## config.mk

```make
export PLATFORM = sky130hd
export DESIGN_NAME = uart_tx_arbiter
export DESIGN_NICKNAME = d
export VERILOG_FILES = /design/src/rtl/uart_pkg.sv /design/src/rtl/baud_tick_gen.sv /design/src/rtl/uart_tx_arbiter.sv
export SDC_FILE = /design/constraint.sdc
export NUM_CORES = 1
export LEC_CHECK = 0
export BUFFER_PORTS_ARGS = -buffer_cell sky130_fd_sc_hd__buf_2
export CORE_ASPECT_RATIO = 1.5
export CORE_MARGIN = 2
export CORE_UTILIZATION = 45
export CTS_BUF_LIST = sky130_fd_sc_hd__clkbuf_8 sky130_fd_sc_hd__clkbuf_16
export DETAILED_ROUTE_END_ITERATION = 6
export PLACE_DENSITY = 0.68
export SKIP_CTS_REPAIR_TIMING = 1
export SYNTH_ARGS = -nofsm -noshare
export SYNTH_HDL_FRONTEND = slang
export SYNTH_SLANG_ARGS = --single-unit
```

## constraint.sdc

```tcl
create_clock -name clk_i -period 2.7 [get_ports clk_i]
set_input_delay 0.135 -clock clk_i [delete_from_list [all_inputs] [get_ports clk_i]]
set_output_delay 0.135 -clock clk_i [all_outputs]
set_load 0.03 [all_outputs]
```

## src/rtl/uart_pkg.sv

```systemverilog
// Shared types for the UART transmit arbiter.
// State encoding, frame width and the round-robin pick.
package uart_pkg;

  localparam int DATA_BITS = 8;

  typedef enum logic [1:0] {
    IDLE,
    START,
    DATA,
    STOP
  } tx_state_e;

  typedef logic [DATA_BITS-1:0] byte_t;

  // Requester that should own the next frame; meaningful only if any req is set.
  function automatic logic pick(
    input logic r0,
    input logic r1,
    input logic last
  );
    logic w;
    w = r1;
    if (r0 && r1) w = ~last;
    return w;
  endfunction

endpackage

```

## src/rtl/baud_tick_gen.sv

```systemverilog
// Bit-period counter for the UART transmitter.
// Counts clocks within one bit; bit_done marks the last clock of the bit.
module baud_tick_gen #(
  parameter int CLK_rate  = 100000000,
  parameter int Baud_rate = 9600
) (
  input  logic clk_i,
  input  logic rst_ni,
  input  logic restart,
  output logic bit_done
);

  localparam int BIT_CYCLES = CLK_rate / Baud_rate;

  if (BIT_CYCLES < 2 || BIT_CYCLES > 65535) begin : g_bad_rate
    $error("baud_tick_gen: BIT_CYCLES out of range");
  end

  localparam logic [15:0] LAST = 16'(BIT_CYCLES - 1);

  logic [15:0] cnt_q;

  always_ff @(posedge clk_i or negedge rst_ni) begin
    if (!rst_ni) begin
      cnt_q <= '0;
    end else if (restart) begin
      cnt_q <= '0;
    end else begin
      cnt_q <= cnt_q + 16'd1;
    end
  end

  assign bit_done = (cnt_q == LAST);

endmodule

```

## src/rtl/uart_tx_arbiter.sv

```systemverilog
// Two-requester 8N1 UART transmitter with round-robin arbitration.
// Winner's byte is latched at grant; ack pulses the cycle after.
module uart_tx_arbiter
  import uart_pkg::*;
#(
  parameter int CLK_rate  = 100000000,
  parameter int Baud_rate = 9600
) (
  input  logic       clk_i,
  input  logic       rst_ni,
  input  logic       req0_i,
  input  logic       req1_i,
  input  logic [7:0] data0_i,
  input  logic [7:0] data1_i,
  output logic       ack0_o,
  output logic       ack1_o,
  output logic       tx_o,
  output logic       busy_o,
  output logic       grant_o
);

  tx_state_e   state_q, state_d;
  byte_t       data_q, data_d;
  logic [2:0]  idx_q, idx_d;
  logic        grant_q, grant_d;
  logic        ack0_q, ack0_d;
  logic        ack1_q, ack1_d;
  logic        bit_done;
  logic        restart;
  logic        win;

  // Counter is held at zero while idle so every bit starts from 0.
  assign restart = (state_q == IDLE) | bit_done;

  baud_tick_gen #(
    .CLK_rate (CLK_rate),
    .Baud_rate(Baud_rate)
  ) u_baud (
    .clk_i   (clk_i),
    .rst_ni  (rst_ni),
    .restart (restart),
    .bit_done(bit_done)
  );

  assign win = pick(req0_i, req1_i, grant_q);

  always_ff @(posedge clk_i or negedge rst_ni) begin
    if (!rst_ni) begin
      state_q <= IDLE;
      data_q  <= '0;
      idx_q   <= '0;
      grant_q <= 1'b1;
      ack0_q  <= 1'b0;
      ack1_q  <= 1'b0;
    end else begin
      state_q <= state_d;
      data_q  <= data_d;
      idx_q   <= idx_d;
      grant_q <= grant_d;
      ack0_q  <= ack0_d;
      ack1_q  <= ack1_d;
    end
  end

  always_comb begin
    state_d = state_q;
    data_d  = data_q;
    idx_d   = idx_q;
    grant_d = grant_q;
    ack0_d  = 1'b0;
    ack1_d  = 1'b0;
    unique case (state_q)
      IDLE: begin
        if (req0_i || req1_i) begin
          grant_d = win;
          data_d  = win ? data1_i : data0_i;
          idx_d   = '0;
          ack0_d  = ~win;
          ack1_d  = win;
          state_d = START;
        end
      end
      START: begin
        if (bit_done) begin
          idx_d   = '0;
          state_d = DATA;
        end
      end
      DATA: begin
        if (bit_done) begin
          if (idx_q == 3'(DATA_BITS - 1)) begin
            state_d = STOP;
          end else begin
            idx_d = idx_q + 3'd1;
          end
        end
      end
      STOP: begin
        if (bit_done) begin
          idx_d   = '0;
          state_d = IDLE;
        end
      end
      default: state_d = IDLE;
    endcase
  end

  always_comb begin
    tx_o = 1'b1;
    unique case (state_q)
      START:   tx_o = 1'b0;
      DATA:    tx_o = data_q[idx_q];
      default: tx_o = 1'b1;
    endcase
  end

  assign busy_o  = (state_q != IDLE);
  assign ack0_o  = ack0_q;
  assign ack1_o  = ack1_q;
  assign grant_o = grant_q;

endmodule

```

==> impl_summary.md <==
Status
The flow ran to the end, and the final reports show no timing, DRC or antenna violations.

Global route
For this run the aggregate overflow at the end of global routing stands at 0. The first global-routing pass estimated 5640 um of wire. In the global route stage, met3 resource usage came out at 0.0596. The via count of the first global-routing pass is about 1,300. For this run, global-route usage on met1 was measured as 0.195. The overall fraction of global-route tracks in use is 0.188. Entering global routing, the biggest net connects 33 pins. The met2 usage is 0.331.

The global routing stage identified its most utilized layer as met2. The initial antenna violation count is 0.

Min path
The min-delay analysis places its worst path in the category in -> reg. The number of cells on the worst hold path is 3.

Drt
The per-cell routed wire length is about 15 um. In this run the remaining antenna-violating nets after routing total 0. The detailed router finished its first iteration with 30 violations.

For this run, design rule violations remaining after detail routing come to 0. Dividing the detail-routed via count by the number of cells gives about 5.6. Before antenna repair, the detailed router went through 4 iterations. The total length of routed wires is about 3200 um.

The via count of the routed design is approximately 1,200.

Pwr
The areal power density over the cells is about 910 nW/um^2. The switching share of power is 0.352. The fraction of power consumed by sequential logic is 0.394.

For this design the static power due to leakage is 0.933 nW. The share of total power dissipated in the clock network is 0.255. IR analysis of the VDD net gives a maximum drop of between 0.6 and 0.7 mV.

The switching component of the power is just over 0.6 mW. The share of total power dissipated in combinational logic is 0.351. Internal power comes to 1.12 mW.

Setup path
The category of the worst setup path capture point is a register. Data on the critical path is required at its endpoint by between 2 and 3 ns. The maximum cell stage delay along the critical path is roughly 0.45 ns. The worst setup path is launched from a register. The critical path in this run is classified as reg -> reg. The count of cell instances traversed by the critical path is 5.

The depth of the worst register-to-register path is 5. The critical path goes through inv_1, ha_1, or3_1, a221oi_2, mux2_1. On the critical path the largest part of the delay comes from simple AND/OR/NAND/NOR gates. Together, buffers and inverters on the worst path number 1. The cell type of the slowest stage on the worst timing path is sky130_fd_sc_hd__or3_1. Data arrives at the worst endpoint at between 2 and 2.5 ns. The largest driver fanout on the critical path is 6.

Logic synthesis
The cell type with the largest total area after synthesis is sky130_fd_sc_hd__dfrtp_1. The flop and latch count out of synthesis is 32. The flip-flop cell with the highest count after synthesis is sky130_fd_sc_hd__dfrtp_1. The synthesized-area fraction occupied by xor and xnor cells is 0.0646. Of the total synthesized cell area, the portion taken by full adders, half adders and majority gates is 0.0615. The proportion of netlist area held by the largest area contributor is 0.477. Of the synthesized area, sequential elements account for 0.493. A synthesized cell averages between 10 and 15 sq um. By area, the combinational part of the netlist is dominated by simple AND/OR/NAND/NOR gates. Synthesis produced 144 cells. Of the total synthesized cell area, the portion taken by AND, OR, NAND and NOR gates is 0.178. The cell area that synthesis handed to floorplanning was approximately 1600 sq um. After synthesis, the share of flip-flops with an asynchronous set or reset is 1.00. Ranked by total cell area, the synthesized netlist is headed by sky130_fd_sc_hd__dfrtp_1 48%, sky130_fd_sc_hd__ha_1 6.1%, sky130_fd_sc_hd__a222oi_1 4.3%, sky130_fd_sc_hd__xor2_1 3.8%, sky130_fd_sc_hd__nor2_1 3.5%.

The fraction of the mapped netlist area in compound gates is 0.107. The number of nets in the synthesized netlist is around 170. After synthesis, the share of cell area in mux cells is 0.0623. The count of yosys warnings during synthesis is 0. The synthesized design contains 0 enable-type register cells. The count of cell types in the netlist is 42.

Floorplan
The die span in x is about 53 um. Pin placement for this block handled 25 I/O pins. The die is approximately 78 um tall. The starting density of the core is 0.472. The floorplan has 26 rows. The die covers 4120 sq um. The core region is approximately 3400 sq um.

Timing
The worst pin sits at a relative slew slack of 0.532. Setup violations remaining at the end of the flow were counted as 0. The final number of hold-violating endpoints is 0.

The max-slew violation count is 0. At the pin with the least slew margin, the transition time is roughly 0.70 ns. The worst path in the final design needs a cycle of roughly 2.0 ns, including I/O delays and setup. Summed over all failing endpoints, the final setup total negative slack is 0 ns.

The top achievable clock speed is about 0.50 GHz. The share of the clock period used by the worst path after layout is 0.746. Between clock sinks in the finished design, the worst skew comes to ~0.005 ns. Setup repair after global routing left no endpoint under its margin.

Final layout
The final core utilization is 0.554. The final-layout fill cell count is about 330. Leaving out fill and tap cells, the most frequent cells in the layout are 31 x sky130_fd_sc_hd__dfrtp_1, 24 x sky130_fd_sc_hd__buf_2, 15 x sky130_fd_sc_hd__nor2_1, 12 x sky130_fd_sc_hd__inv_1. The fraction of final layout cells with drive strength greater than 1 is 0.251. The register area is approximately 800 sq um. The total inserted antenna cells is 0.

The count of nets after finishing is a little over 200. The library cell used most frequently in the layout, excluding fill and tap cells, is sky130_fd_sc_hd__dfrtp_1. The relative area change from synthesis to final layout is 17.4%. The total area of multi-input combinational cells is a little under 800 sq um.

CTS
The cell sitting at the root of the clock tree is a sky130_fd_sc_hd__clkbuf_8. TritonCTS built the clock tree. The number of buffers on the longest clock path is 2. The clock drives 32 sinks. CTS built an H-tree with a depth of 2. The clock latency reported for the late side of the worst-skew pair is a little under 0.3 ns. Clock-pin slew was measured on the worst setup and hold paths at approximately 0.060 ns. The CTS buffer count is 5.

Place
The HPWL after detailed placement is 2430 um. The number of buffer cells added on primary ports is 24. The final estimated routing congestion in global placement is 0.875.

Flow run
The reported max-cap violation count is 0.
[state kept, by name (all words and copies together) (netlist names)]
signal / cells
data_q: 8
ack1_o: 1
ack0_o: 1
u_baud.cnt_q: 16
grant_o: 1
idx_q: 3
state_q: 2
[worst min-delay path: stages]
cell and delay (ns):
sky130_fd_sc_hd__buf_2 0.08, sky130_fd_sc_hd__a222oi_1 0.07, sky130_fd_sc_hd__inv_1 0.05
[stage by stage]
stage / worst slack, ns / cells / power, mW / hold WS, ns / area (sq um)
after floorplan: 0.832 / 144 / 1.14 / -0.161 / 1630
after global placement: 0.799 / 208 / 1.26 / 0.214 / 1790
after detailed placement: 0.695 / 208 / 1.31 / 0.230 / 1790
after CTS: 0.686 / 216 / 1.76 / -0.0757 / 1900
after global routing: 0.601 / 217 / 1.87 / 0.0848 / 1910
final: 0.687 / 217 / 1.74 / 0.0796 / 1910
[cell type report]
cell class	count	share of cell area
multi-input cells	98	0.403
well taps	42	0.0275
inverters	11	0.0216
flip-flops and latches	32	0.420
repair buffers	26	0.0720
clock buffers	5	0.0360
clock inverters	3	0.0203
[final timing paths]
check                                  startpoint                          to  slack (ns)
setup reg to reg           state_q[0]$_DFFE_PN0P_      state_q[1]$_DFFE_PN0P_        0.69
min in group asynchronous                  rst_ni  u_baud.cnt_q[14]$_DFF_PN0_        0.43
hold reg to reg             data_q[0]$_DFFE_PN0P_       data_q[0]$_DFFE_PN0P_        0.49
setup / recovery           state_q[0]$_DFFE_PN0P_      state_q[1]$_DFFE_PN0P_        0.69
hold / removal                         data0_i[1]       data_q[1]$_DFFE_PN0P_        0.08
max in group asynchronous                  rst_ni   u_baud.cnt_q[7]$_DFF_PN0_        1.82
[cells in the mapped netlist, types with 2 or more instances]
library cell	number
sky130_fd_sc_hd__buf_2	2
sky130_fd_sc_hd__mux2i_1	3
sky130_fd_sc_hd__xor2_1	7
sky130_fd_sc_hd__nand4_1	4
sky130_fd_sc_hd__xnor2_1	5
sky130_fd_sc_hd__dfrtp_1	31
sky130_fd_sc_hd__nand2_1	8
sky130_fd_sc_hd__ha_1	8
sky130_fd_sc_hd__a222oi_1	7
sky130_fd_sc_hd__inv_1	11
sky130_fd_sc_hd__nor2_1	15
sky130_fd_sc_hd__o21ai_0	3
sky130_fd_sc_hd__a22o_1	2
sky130_fd_sc_hd__mux4_2	2
sky130_fd_sc_hd__and4_1	2
sky130_fd_sc_hd__or3_1	2
sky130_fd_sc_hd__and2_1	2
sky130_fd_sc_hd__a21oi_1	3
sky130_fd_sc_hd__nor3_1	4
[cells by family after synthesis]
| group | Yosys count |
|---|---|
| AND/OR/NAND/NOR | 50 |
| flip-flops | 32 |
| AO/OA/AOI/OAI | 21 |
| buffers and inverters | 14 |
| XOR/XNOR | 12 |
| adder cells (fa/ha/maj) | 8 |
| multiplexers | 7 |
[routing by layer]
metal,vias up,routed length [um]
li1,584,-
met2,30,1750
met3,7,142
met5,-,0
met4,0,87
met1,599,1260
[power by group through the flow]
stage	logic (mW)	clock network, mW	registers [mW]
3_5_place_dp	0.618	0	0.691
4_1_cts	0.621	0.452	0.684
5_1_grt	0.686	0.483	0.701
3_3_place_gp	0.578	0	0.683
6_report	0.610	0.442	0.684
2_1_floorplan	0.435	0	0.702
(Power assumes the default switching activity.)
